## config.mk

```make
export PLATFORM = sky130hd
export DESIGN_NAME = ps2_ascii_fifo
export DESIGN_NICKNAME = d
export VERILOG_FILES = /design/src/rtl/ps2_ascii_fifo.sv
export SDC_FILE = /design/constraint.sdc
export NUM_CORES = 1
export LEC_CHECK = 0
export CORE_ASPECT_RATIO = 1.1
export CORE_MARGIN = 5
export CORE_UTILIZATION = 40
export CTS_BUF_LIST = sky130_fd_sc_hd__clkbuf_4 sky130_fd_sc_hd__clkbuf_8 sky130_fd_sc_hd__clkbuf_16
export DETAILED_ROUTE_END_ITERATION = 7
export SLEW_MARGIN = 10
export SYNTH_ARGS = -nofsm -noshare
export SYNTH_HDL_FRONTEND = slang
export SYNTH_SLANG_ARGS = --single-unit
```

## constraint.sdc

```tcl
create_clock -name clk -period 3.3 [get_ports clk]
set_clock_uncertainty 0.15 [all_clocks]
set_input_delay 0.66 -clock clk [delete_from_list [all_inputs] [get_ports clk]]
set_output_delay 0.66 -clock clk [all_outputs]
set_load 0.005 [all_outputs]
```

## src/rtl/ps2_ascii_fifo.sv

```systemverilog
// PS/2 keyboard receiver: synchronises the raw lines, frames and checks bytes, decodes make/break
// sequences into lowercase ASCII and buffers the characters in a small FIFO for the consumer.
module ps2_ascii_fifo #(
  parameter int FIFO_DEPTH = 8,
  parameter int TIMEOUT    = 100000
) (
  input  logic       clk,
  input  logic       rst,
  input  logic       ps2_clk,
  input  logic       ps2_dat,
  output logic [7:0] ascii,
  output logic       valid,
  input  logic       ready,
  output logic       overflow,
  output logic       frame_err,
  output logic [7:0] key_count
);

  localparam int AW = $clog2(FIFO_DEPTH);
  localparam int TW = $clog2(TIMEOUT + 1);
  localparam logic [AW:0]   DEPTH_C  = (AW+1)'(FIFO_DEPTH);
  localparam logic [TW-1:0] TMO_LAST = TW'(TIMEOUT - 1);

  typedef enum logic [1:0] {IDLE, BREAK, EXT, EXT_BREAK} state_t;

  logic [1:0]    clk_sync, dat_sync;
  logic          clk_prev;
  logic          fall, dat_s;
  logic [3:0]    bit_cnt;
  logic [9:0]    shift;
  logic [TW-1:0] tmo_cnt;
  logic          last_bit, frame_ok, frame_bad, timeout;
  logic [7:0]    rx_byte;

  state_t        state, state_nxt;
  logic          push;
  logic [7:0]    push_chr;

  logic [7:0]    mem [FIFO_DEPTH];
  logic [AW-1:0] wr_ptr, rd_ptr;
  logic [AW:0]   count;
  logic          full, pop, wr_en;

  function automatic logic [7:0] xlate(input logic [7:0] code);
    case (code)
      8'h1C: xlate = "a";  8'h32: xlate = "b";  8'h21: xlate = "c";  8'h23: xlate = "d";
      8'h24: xlate = "e";  8'h2B: xlate = "f";  8'h34: xlate = "g";  8'h33: xlate = "h";
      8'h43: xlate = "i";  8'h3B: xlate = "j";  8'h42: xlate = "k";  8'h4B: xlate = "l";
      8'h3A: xlate = "m";  8'h31: xlate = "n";  8'h44: xlate = "o";  8'h4D: xlate = "p";
      8'h15: xlate = "q";  8'h2D: xlate = "r";  8'h1B: xlate = "s";  8'h2C: xlate = "t";
      8'h3C: xlate = "u";  8'h2A: xlate = "v";  8'h1D: xlate = "w";  8'h22: xlate = "x";
      8'h35: xlate = "y";  8'h1A: xlate = "z";
      8'h45: xlate = "0";  8'h16: xlate = "1";  8'h1E: xlate = "2";  8'h26: xlate = "3";
      8'h25: xlate = "4";  8'h2E: xlate = "5";  8'h36: xlate = "6";  8'h3D: xlate = "7";
      8'h3E: xlate = "8";  8'h46: xlate = "9";
      8'h29: xlate = 8'h20;
      default: xlate = 8'h00;
    endcase
  endfunction

  always_ff @(posedge clk) begin
    if (rst) begin
      clk_sync <= 2'b11;
      dat_sync <= 2'b11;
      clk_prev <= 1'b1;
    end else begin
      clk_sync <= {clk_sync[0], ps2_clk};
      dat_sync <= {dat_sync[0], ps2_dat};
      clk_prev <= clk_sync[1];
    end
  end

  assign fall  = clk_prev & ~clk_sync[1];
  assign dat_s = dat_sync[1];

  // The stop bit is judged live on its own edge so a good byte lands in the FIFO on that same cycle.
  assign last_bit  = fall && (bit_cnt == 4'd10);
  assign frame_ok  = last_bit && !shift[0] && dat_s && (^shift[9:1]);
  assign frame_bad = last_bit && !frame_ok;
  assign timeout   = (bit_cnt != 4'd0) && !fall && (tmo_cnt == TMO_LAST);
  assign rx_byte   = shift[8:1];

  always_ff @(posedge clk) begin
    if (rst) begin
      bit_cnt   <= 4'd0;
      shift     <= 10'd0;
      tmo_cnt   <= '0;
      frame_err <= 1'b0;
    end else begin
      frame_err <= frame_bad | timeout;
      if (fall) begin
        tmo_cnt <= '0;
        shift   <= {dat_s, shift[9:1]};
        bit_cnt <= last_bit ? 4'd0 : bit_cnt + 4'd1;
      end else if (timeout) begin
        tmo_cnt <= '0;
        bit_cnt <= 4'd0;
      end else if (bit_cnt != 4'd0) begin
        tmo_cnt <= tmo_cnt + TW'(1);
      end else begin
        tmo_cnt <= '0;
      end
    end
  end

  always_ff @(posedge clk) begin
    if (rst) state <= IDLE;
    else     state <= state_nxt;
  end

  always_comb begin
    state_nxt = state;
    if (frame_ok) begin
      case (state)
        IDLE: begin
          if (rx_byte == 8'hF0)      state_nxt = BREAK;
          else if (rx_byte == 8'hE0) state_nxt = EXT;
        end
        EXT:       state_nxt = (rx_byte == 8'hF0) ? EXT_BREAK : IDLE;
        default:   state_nxt = IDLE;
      endcase
    end
  end

  always_comb begin
    push_chr = xlate(rx_byte);
    push     = frame_ok && (state == IDLE) && (rx_byte != 8'hF0) &&
               (rx_byte != 8'hE0) && (push_chr != 8'h00);
  end

  assign valid = (count != '0);
  assign ascii = valid ? mem[rd_ptr] : 8'h00;
  assign full  = (count == DEPTH_C);
  assign pop   = valid && ready;
  // A full FIFO still accepts a character when the head leaves in the same cycle.
  assign wr_en = push && (!full || pop);

  always_ff @(posedge clk) begin
    if (!rst && wr_en) mem[wr_ptr] <= push_chr;
  end

  always_ff @(posedge clk) begin
    if (rst) begin
      wr_ptr    <= '0;
      rd_ptr    <= '0;
      count     <= '0;
      overflow  <= 1'b0;
      key_count <= 8'd0;
    end else begin
      if (wr_en) begin
        wr_ptr    <= wr_ptr + AW'(1);
        key_count <= key_count + 8'd1;
      end
      if (pop) rd_ptr <= rd_ptr + AW'(1);
      case ({wr_en, pop})
        2'b10:   count <= count + (AW+1)'(1);
        2'b01:   count <= count - (AW+1)'(1);
        default: count <= count;
      endcase
      if (push && !wr_en) overflow <= 1'b1;
    end
  end

endmodule

```

==> flow_summary.yaml <==
status:
  status: "finished clean"
clocking:
  insertion_delay_ns: 0.41
  clk_pin_slew_ns: 0.06
  cts_buffers: 17
  cts_buffer_depth: 2
  cts_root_buf: "clkbuf_16"
  cts_hold_buf: 0
  ctsHtreeMaxLevel: 4
  numClockSinks: 124
  cts_tree: "yes"
synthesis:
  syn_avg_cell_area_um2: 10.9
  synth_top_family_by_area: "simple AND/OR/NAND/NOR gates"
  synthCells: 554
  synth_area_mm2: 0.00601
  synth.yosys.seq_area_share_pct: 50.6
  syn-num-nets: 582
  async_flop_share_pct: 0
  synthTopCellsByArea: "edfxtp_1 (28%), dfxtp_1 (23%), mux4_2 (5.2%)"
  synth_warnings: 0
  synth-compound-area-share_pct: 9.34
  synth.largest_area_cell: "edfxtp_1"
  synthSimpleGateAreaFrac_pct: 17.9
  synth_ff_type: "dfxtp_1"
  synth_edf_count: 56
  synth_fa_ha_area_share_pct: 4.91
  synth.distinct_cells: 78
  synth-xor-area-share_pct: 4.60
  synth.top_cell.area_share_pct: 28.0
  synthMuxAreaShare_pct: 8.84
  ys_ff_latch: 124
grt:
  grt_start_max_net_pins: 32
  gr-total-overflow: 0
  grt_pass1_vias: 4305
  grt_pass1_wl_um: 21600
  grt_usage_pct: 15.2
  grt_antenna_before_repair: 0
place:
  placed_cells: 770
  port_buffers: 22
  place_hpwl_um: 9010
  gp_congestion: 0.870
  dpl_cell_area_mm2: 0.00654
floorplan:
  pin_count: 24
  std_cell_rows: 47
  dieHeight_um: 139
  start_util_pct: 40.3
  core_area_mm2: 0.0149
  die_w_um: 127
  dieArea_mm2: 0.0176
sta:
  finalMaxSlewViolations: 0
  hold_viol: 0
  worst_pin_slew_ns: 0.616
  fmax_mhz: 324
  finalCritPeriodShare_pct: 93.5
  final.setup.tns_ns: 0
  relSlewSlack_pct: 58.5
  final.min_clock_period_ns: 3.09
  setup_viol: 0
  rsz0062_at_grt: "false"
setup_path:
  r2r_cells: 11
  cpPeakStageDelay_ns: 0.41
  arrival_ns: 3.22
  path_cells: "ha_1, xnor3_1, xnor2_2, nand4bb_1, and2b_1, ha_1, a21o_1, a21oi_1, nor3_1, a21oi_1, mux2_1"
  startpoint_type: "flop"
  path_max_fanout: 4
  slowest_stage: "xnor3_1"
  critPathKind: "reg -> reg"
  reg2reg_to: "count[3]$_SDFFE_PP0P_"
  regToRegSetupSlack_ns: 0.21
  critical_path_required_ns: 3.44
  timing.rr.start: "shift[7]$_SDFFE_PP0P_"
  cp-end-kind: "flop"
power:
  power_leakage_nw: 2.52
  swShare_pct: 24.2
  seq_power_share_pct: 38.5
  p_int_w: 0.00332
  comb_power_share_pct: 17.2
  cellPowerDensity_mw_per_mm2: 609
  p_total_w: 0.00438
  p_clk_share_pct: 44.3
  ir_drop_uv: 324
  p_sw_w: 0.00106
final_layout:
  fill_cells: 1357
  area_growth_pct: 19.5
  fin_area_mm2: 0.00719
  drive_above_1_share_pct: 15.8
  nets: 621
  instances_no_fill: 802
  diodes: 0
  fin_util_pct: 48.1
detailed_routing:
  drc: 0
  wl_per_cell_um: 15.9
  via_count: 4267
  ant_nets: 0
  drtPass1Iterations: 5
  routed_wl_um: 12800
  viasPerCell: 5.32
  dr.first_iter.drc_count: 449
worst_hold_path:
  holdPathEnd: "clk_sync[1]$_SDFF_PP1_"
  hold_start: "clk_sync[0]$_SDFF_PP1_"
  min_path_type: "reg -> reg"
  hold_path_depth: 1
flow_run:
  max_cap_violations: 0
==> power groups by stage <==
stage / sequential, W / combinational (W) / clock (W)
2_1_floorplan: 0.00170 / 0.000474 / 0
3_3_place_gp: 0.00171 / 0.000749 / 0
3_5_place_dp: 0.00171 / 0.000765 / 0
4_1_cts: 0.00168 / 0.000774 / 0.00198
5_1_grt: 0.00169 / 0.000838 / 0.00205
6_report: 0.00168 / 0.000754 / 0.00194
==> cell usage after synthesis, types with 3 or more instances <==
library cell  number
nor2_1            70
nand3b_1           4
xor2_1            14
ha_1              22
a21oi_1           21
or2_2              9
o21ai_0            9
buf_4              4
dfxtp_1           68
and3_1             5
a211oi_1           5
a31oi_1            3
a211o_1            4
or4_1              4
nand3_1           20
xnor2_1           15
buf_2              6
nand4_1            6
inv_1             22
nand2_1           41
edfxtp_1          56
mux2i_1           18
mux4_2            14
nor4_1             3
nor3_1            15
clkbuf_1          16
o211ai_1           3
o221ai_1           3
o21ai_1            4
inv_2              3
nor2b_1            9
==> flip-flops by register name, summed over array words and instances, names as in the netlist, named ones only <==
name       cells
mem           56
tmo_cnt       17
shift         10
key_count      8
bit_cnt        4
count          4
rd_ptr         3
wr_ptr         3
clk_sync       2
dat_sync       2
state          2
clk_prev       1
frame_err      1
overflow       1
==> per-stage QoR <==
stage | hold WS (ns) | worst slack (ns)
after floorplan | 0.239 | 0.273
after global placement | 0.243 | 0.247
after detailed placement | 0.243 | 0.178
after CTS | 0.256 | 0.143
after global routing | 0.265 | 0.00209
final | 0.256 | 0.214
==> layout make-up <==
| class | instances | area [µm²] | area share (%) |
|---|---|---|---|
| repair buffers | 48 | 410 | 5.71 |
| multi-input cells | 376 | 2760 | 38.4 |
| clock buffers | 18 | 433 | 6.02 |
| inverters | 26 | 100 | 1.39 |
| flip-flops and latches | 124 | 3040 | 42.3 |
| well taps | 196 | 245 | 3.41 |
| clock inverters | 14 | 195 | 2.72 |
==> worst max-delay path by stage <==
stage	startpoint	endpoint	depth (start not counted)
floorplan	shift[7]$_SDFFE_PP0P_	mem[0][0]$_DFFE_PP_	7
global placement	shift[4]$_SDFFE_PP0P_	count[3]$_SDFFE_PP0P_	12
detailed placement	shift[4]$_SDFFE_PP0P_	count[3]$_SDFFE_PP0P_	12
CTS	shift[4]$_SDFFE_PP0P_	count[3]$_SDFFE_PP0P_	12
global route	shift[4]$_SDFFE_PP0P_	count[3]$_SDFFE_PP0P_	12
finish	shift[7]$_SDFFE_PP0P_	count[3]$_SDFFE_PP0P_	11
==> cells in the final DEF, fill, tap and decap left out, types with 17 or more instances in the layout <==
cell type        instances
nor2_1                  70
dfxtp_1                 68
edfxtp_1                56
nand2_1                 41
buf_4                   26
inv_1                   22
ha_1                    22
a21oi_1                 21
clkdlybuf4s50_1         21
nand3_1                 20
mux2i_1                 18
clkbuf_16               17
==> critical path: cells and delay by family (launching register included) <==
family,cells,cell delay (ns)
fa+ha+maj,2,0.59
xor+xnor,2,0.59
compound gates,3,0.48
mux,1,0.34
flops,1,0.33
simple gates,3,0.48
==> metal layers <==
layer	track usage [%]	wire, µm
met1	19.5	5760
met2	25.1	6330
met3	3.51	448
met4	5.53	236
met5	0	0
==> what timing repair did <==
item | in CTS | in global routing
gates resized for setup | 0 | 2
endpoints found under the setup margin | 0 | 1
buffers inserted | 0 | 0
==> cell families (layout without fill, tap and decap cells) <==
kind of cell	after synthesis	after routing
AOI/OAI and AO/OA	79	79
xor gates and xnor gates	30	30
adders and majority gates	23	23
buffers and inverters	54	106
DFF	124	124
muxes	35	35
other	1	1
and+or+nand+nor	208	208
Power figures use the tool's default switching activity.
